`src/rtl/div_share_arb.sv`:
```
// div_share_arb: shares one iterative divider between NREQ requesters.
// Requests are granted round-robin one at a time, launched on the divider with a
// single-cycle valid pulse, and answered through a one-entry response buffer.
// Flush cancels whatever is in flight. A watchdog aborts a divide that never finishes.
module div_share_arb #(
  parameter int NREQ    = 2,
  parameter int XLEN    = 32,
  parameter int TAGW    = 4,
  parameter int TIMEOUT = 64,
  localparam int IDW    = (NREQ > 1) ? $clog2(NREQ) : 1,
  localparam int WDW    = $clog2(TIMEOUT) + 1
) (
  input  logic                 clk,
  input  logic                 rst,
  input  logic [NREQ-1:0]      req_valid,
  output logic [NREQ-1:0]      req_ready,
  input  logic [NREQ*XLEN-1:0] req_dividend,
  input  logic [NREQ*XLEN-1:0] req_divisor,
  input  logic [NREQ-1:0]      req_unsign,
  input  logic [NREQ-1:0]      req_rem,
  input  logic [NREQ*TAGW-1:0] req_tag,
  input  logic                 flush,
  output logic                 div_valid,
  output logic                 div_unsign,
  output logic                 div_rem,
  output logic [XLEN-1:0]      div_dividend,
  output logic [XLEN-1:0]      div_divisor,
  output logic                 div_flush,
  input  logic                 div_finish,
  input  logic [XLEN-1:0]      div_out,
  output logic                 rsp_valid,
  input  logic                 rsp_ready,
  output logic [IDW-1:0]       rsp_id,
  output logic [TAGW-1:0]      rsp_tag,
  output logic [XLEN-1:0]      rsp_data,
  output logic                 timeout_err
);

  typedef enum logic [1:0] {IDLE, ISSUE, BUSY, RESP} state_t;

  state_t          state;
  logic [IDW-1:0]  rr_ptr;
  logic [IDW-1:0]  winner;
  logic [IDW-1:0]  cand;
  logic [IDW-1:0]  next_ptr;
  logic [IDW-1:0]  id_q;
  logic            found;
  logic            grant;
  int              scan_idx;
  logic [XLEN-1:0] dividend_q;
  logic [XLEN-1:0] divisor_q;
  logic [XLEN-1:0] data_q;
  logic [TAGW-1:0] tag_q;
  logic            unsign_q;
  logic            rem_q;
  logic            to_flush_q;
  logic            timeout_q;
  logic [WDW-1:0]  wd;

  // Round-robin search: first valid requester at or above rr_ptr, wrapping.
  always_comb begin
    found    = 1'b0;
    winner   = '0;
    cand     = '0;
    scan_idx = 0;
    for (int k = 0; k < NREQ; k++) begin
      scan_idx = (int'(rr_ptr) + k) % NREQ;
      cand     = IDW'(scan_idx);
      if (!found && req_valid[cand]) begin
        found  = 1'b1;
        winner = cand;
      end
    end
  end

  // A grant is offered only while idle and not flushing; reset masks it too.
  assign grant     = found && (state == IDLE) && !flush && !rst;
  assign req_ready = grant ? (NREQ'(1) << winner) : '0;
  assign next_ptr  = (winner == IDW'(NREQ - 1)) ? '0 : winner + 1'b1;

  assign div_valid    = (state == ISSUE) && !flush;
  assign div_flush    = (((state == ISSUE) || (state == BUSY)) && flush) || to_flush_q;
  assign div_unsign   = unsign_q;
  assign div_rem      = rem_q;
  assign div_dividend = dividend_q;
  assign div_divisor  = divisor_q;
  assign rsp_valid    = (state == RESP);
  assign rsp_id       = id_q;
  assign rsp_tag      = tag_q;
  assign rsp_data     = data_q;
  assign timeout_err  = timeout_q;

  // Sequencer: grant, issue one pulse, wait for finish/flush/timeout, hold the response.
  always_ff @(posedge clk or posedge rst) begin
    if (rst) begin
      state      <= IDLE;
      rr_ptr     <= '0;
      wd         <= '0;
      id_q       <= '0;
      dividend_q <= '0;
      divisor_q  <= '0;
      unsign_q   <= 1'b0;
      rem_q      <= 1'b0;
      tag_q      <= '0;
      data_q     <= '0;
      to_flush_q <= 1'b0;
      timeout_q  <= 1'b0;
    end else begin
      to_flush_q <= 1'b0;
      timeout_q  <= 1'b0;
      case (state)
        IDLE: begin
          if (grant) begin
            dividend_q <= req_dividend[int'(winner)*XLEN +: XLEN];
            divisor_q  <= req_divisor[int'(winner)*XLEN +: XLEN];
            unsign_q   <= req_unsign[winner];
            rem_q      <= req_rem[winner];
            tag_q      <= req_tag[int'(winner)*TAGW +: TAGW];
            id_q       <= winner;
            rr_ptr     <= next_ptr;
            state      <= ISSUE;
          end
        end
        ISSUE: begin
          wd    <= '0;
          state <= flush ? IDLE : BUSY;
        end
        BUSY: begin
          if (flush) begin
            state <= IDLE;
          end else if (div_finish) begin
            data_q <= div_out;
            state  <= RESP;
          end else if (wd == WDW'(TIMEOUT - 1)) begin
            timeout_q  <= 1'b1;
            to_flush_q <= 1'b1;
            state      <= IDLE;
          end else begin
            wd <= wd + 1'b1;
          end
        end
        RESP: begin
          if (flush || rsp_ready) begin
            state <= IDLE;
          end
        end
        default: state <= IDLE;
      endcase
    end
  end

endmodule

```
`config.mk`:
```
export PLATFORM = sky130hd
export DESIGN_NAME = div_share_arb
export DESIGN_NICKNAME = d
export VERILOG_FILES = /design/src/rtl/div_share_arb.sv
export SDC_FILE = /design/constraint.sdc
export NUM_CORES = 1
export LEC_CHECK = 0
export ABC_AREA = 1
export BUFFER_PORTS_ARGS = -buffer_cell sky130_fd_sc_hd__buf_2
export CORE_MARGIN = 3
export CORE_UTILIZATION = 39
export DETAILED_ROUTE_END_ITERATION = 7
export PLACE_DENSITY = 0.7
export SYNTH_ARGS = -nofsm -noshare
export SYNTH_HDL_FRONTEND = slang
export SYNTH_SLANG_ARGS = --single-unit
```
`constraint.sdc`:
```
create_clock -name clk -period 3.65 [get_ports clk]
set_input_delay 0.1825 -clock clk [delete_from_list [all_inputs] [get_ports clk]]
set_output_delay 0.1825 -clock clk [all_outputs]
set_load 0.05 [all_outputs]
```
==> impl_results.md <==
* LEAKAGE at 4.79 nW
* Post-Syn Area at 5150 um2
* GRT Total Usage at 24.6%
* Worst Max-Slew Pin Slew at 876 ps
* Clk sinks at 114
* GRT Residual Overflow at 0
* Row Count at 41
* Slowest CP cell: nor2_4
* Synth top cells by count: 239 x nand2_1, 114 x dfrtp_1, 81 x nand3_1
* Worst vdd ir at 0.000544 V
* Max Clk Rate at 323 MHz
* Ys flop type: dfrtp_1
* Comb pwr share at 52.1%
* Reg-to-reg critical path startpoint: state[0]
* IO buf count at 287
* P_sw at 3.68 mW
* Share of layout cells above drive strength 1 at 36.2%
* CP Data Required Time at 3990 ps
* Final nets at 1168
* Final Setup Violations at 0
* Max Cap Viol at 0
* # placed instances at 984
* Root Buffer: clkbuf_16
* EDFF count, synth at 0
* Most common cell in the synthesized netlist: nand2_1
* Worst-path fanout max at 39
* Register area share after synthesis at 55.4%
* Worst reg2reg path endpoint: div_divisor[23]
* First-pass DRT Iterations at 5
* Synth warnings at 0
* Residual DRC at 0
* Met3 WL at 1.50 mm
* Crit. End Element: flop
* Hold_ws at -1.62 ps
* Area of the core at 12800 um2
* Pin count of the biggest net entering global routing at 73
* Gate Count Post-Synth at 546
* PD cells at 910 nW/um2
* Clock slew at the register clock pins of the worst setup and hold paths at 50 ps
* Post-DP HPWL at 11.0 mm
* Register-to-register setup slack at 550 ps
* Critical Path, Cell by Cell: inv_1 > ha_1 > inv_2 > nor2_2 > nand3_2 > nor2_4 > buf_12 > nand2_1 > nand3_1 > dlygate4sd3_1
* Synthesized flop and latch total at 114
* Sw Ratio at 46.1%
* Syn Nets at 731
* Antenna viol nets, final at 0
* Internal power at 4.30 mW
* Worst slew margin at 41.6%
* H-tree levels at 4
* Startpoint Class: flop
* Max stage delay on crit path at 790 ps
* Vias in the first global route at 5753
* Ports at 288
* Area growth, synth to finish at 70.4%
* Via-to-Cell Ratio at 4.77
* DR top layer: met5
* Total CTS buffers at 17
* Die ar. at 14600 um2
* Final hold vios at 2
* Status: finished with violations
* First-pass GRT wire length at 28.1 mm
* Setup TNS at 0 ps
* Failing checks: negative hold slack
* Final min period at 3100 ps
* Worst EP arrival at 3440 ps
* Synth top area cells: dfrtp_1 55%, nand2_1 17%, mux2_4 8.2%
* Hold Crit Class: input port to asynchronous set/reset pin
* Die Wd at 121 um
* Seq pwr share at 26.7%
* Fillcell total at 908
* WL met2 at 8.92 mm
* CTS tree: built
* Initial antenna violation count at 1
* Synth async-reset ratio at 100%
* Worst-skew pair later-pin latency at 420 ps
* Area leader, netlist: dfrtp_1
* Clk_skew at 13.0 ps
* Starting Density at 40.3%
* Final slew viol count at 0
* R2r worst-path depth at 10
* Final cycle utilization of the critical path at 84.9%
* Placer Congestion at 0.847
* Clock network power share at 21.2%
* Wl on met1 at 6.73 mm
* Critical path class: flop to flop
* Syn avg cell area at 9.43 um2
* CTS Buffer Depth at 2
* Total number of vias at 5571
* RSZ-0062 raised after global routing: false
* WL final at 17.8 mm
* Die height at 121 um
* Yosys top cell area share at 55.4%
* Post-CTS Setup Repair Bufs at 0
* Yosys cell types at 26
* Final Non-Filler Cells at 1169
* Routed length per instance at 15.3 um
* DRT iter0 DRCs at 363
==> cells by family (layout without fill, tap and decap cells) <==
family                     count (synthesis)  count (layout)  share of synthesized area [%]
AOI/OAI and AO/OA                          8               8                          0.874
adders and majority gates                  6               6                           1.46
buffers and inverters                     45             495                           5.32
and+or+nand+nor                          339             339                           27.6
other                                      0               1                              0
muxes                                     32              32                           9.04
DFF                                      114             114                           55.4
xor gates and xnor gates                   2               2                          0.340
==> worst max-delay path: cells and delay by family (launching register included) <==
kind	cells	cell delay, ps
adders and majority gates	1	190
and+or+nand+nor	5	1400
DFF	1	410
buffers and inverters	4	1030
==> cell type report <==
cell class | count | area [um2] | area share (%)
sequential | 114 | 2850 | 32.5
tap | 172 | 215 | 2.45
antenna | 1 | 2.50 | 0.0285
clock buffer | 28 | 507 | 5.77
timing repair buffer | 443 | 3000 | 34.2
multi-input combinational | 387 | 2020 | 23.1
clock inverter | 4 | 95.1 | 1.08
inverter | 20 | 80.1 | 0.912
==> per-stage QoR <==
| stage | util (%) | worst slack (ps) | area [um2] | total power, mW | hold WS, ps |
|---|---|---|---|---|---|
| after global placement | 52.1 | 1120 | 6650 | 5.69 | 387 |
| after floorplan | - | 452 | 5150 | 4.84 | 302 |
| final | 68.7 | 551 | 8780 | 7.99 | -1.62 |
| after detailed placement | 52.1 | 1090 | 6650 | 5.73 | 392 |
| after global routing | 68.7 | 266 | 8770 | 8.34 | 0.524 |
| after CTS | 68.6 | 587 | 8760 | 7.96 | 0.0482 |
==> how the worst max path moves through the flow <==
stage / slack [ps] / startpoint / endpoint / cells past startpoint
6_report: 550 / state[0] / div_divisor[23] / 10
5_1_grt: 270 / state[0] / div_divisor[1] / 10
4_1_cts: 590 / state[0] / div_divisor[8] / 10
3_5_place_dp: 1090 / state[0] / req_ready[0] / 9
3_3_place_gp: 1120 / state[0] / req_ready[1] / 7
2_1_floorplan: 450 / rst / div_dividend[0] / 1
==> timing repair <==
item / 4_1_cts / 5_1_grt
hold buffers: 151 / 1
gates resized for setup: 0 / 0
endpoints found under the hold margin: 95 / 1
==> registers in the layout (all words and copies together) (netlist names), 2 cells and up <==
name          count
div_dividend     32
div_divisor      32
rsp_data         32
wd                7
rsp_tag           4
state             2
==> metal layers <==
metal,GRT usage (%),vias to the layer above
met3,6.67,57
met2,42.8,326
met4,12.7,2
met1,27.4,2557
li1,-,2629
met5,0,-
==> power groups by stage <==
| stage | Sequential, mW | Clock [mW] | Combinational [mW] |
|---|---|---|---|
| after floorplan | 4.00 | 0 | 0.835 |
| after global placement | 2.11 | 0 | 3.58 |
| after detailed placement | 2.11 | 0 | 3.62 |
| after CTS | 2.11 | 1.72 | 4.12 |
| after global routing | 2.19 | 1.78 | 4.37 |
| final | 2.13 | 1.69 | 4.16 |
==> layout by cell type (no fill, tap or decap), drive strengths merged, types with 6 or more instances in the layout <==
cell type / n
dlygate4sd3: 152
nor2: 10
mux2: 32
clkbuf: 28
dfrtp: 114
inv: 20
ha: 6
nand3: 83
nand2: 242
buf: 291
No activity file was read; power rests on OpenSTA's default activity.
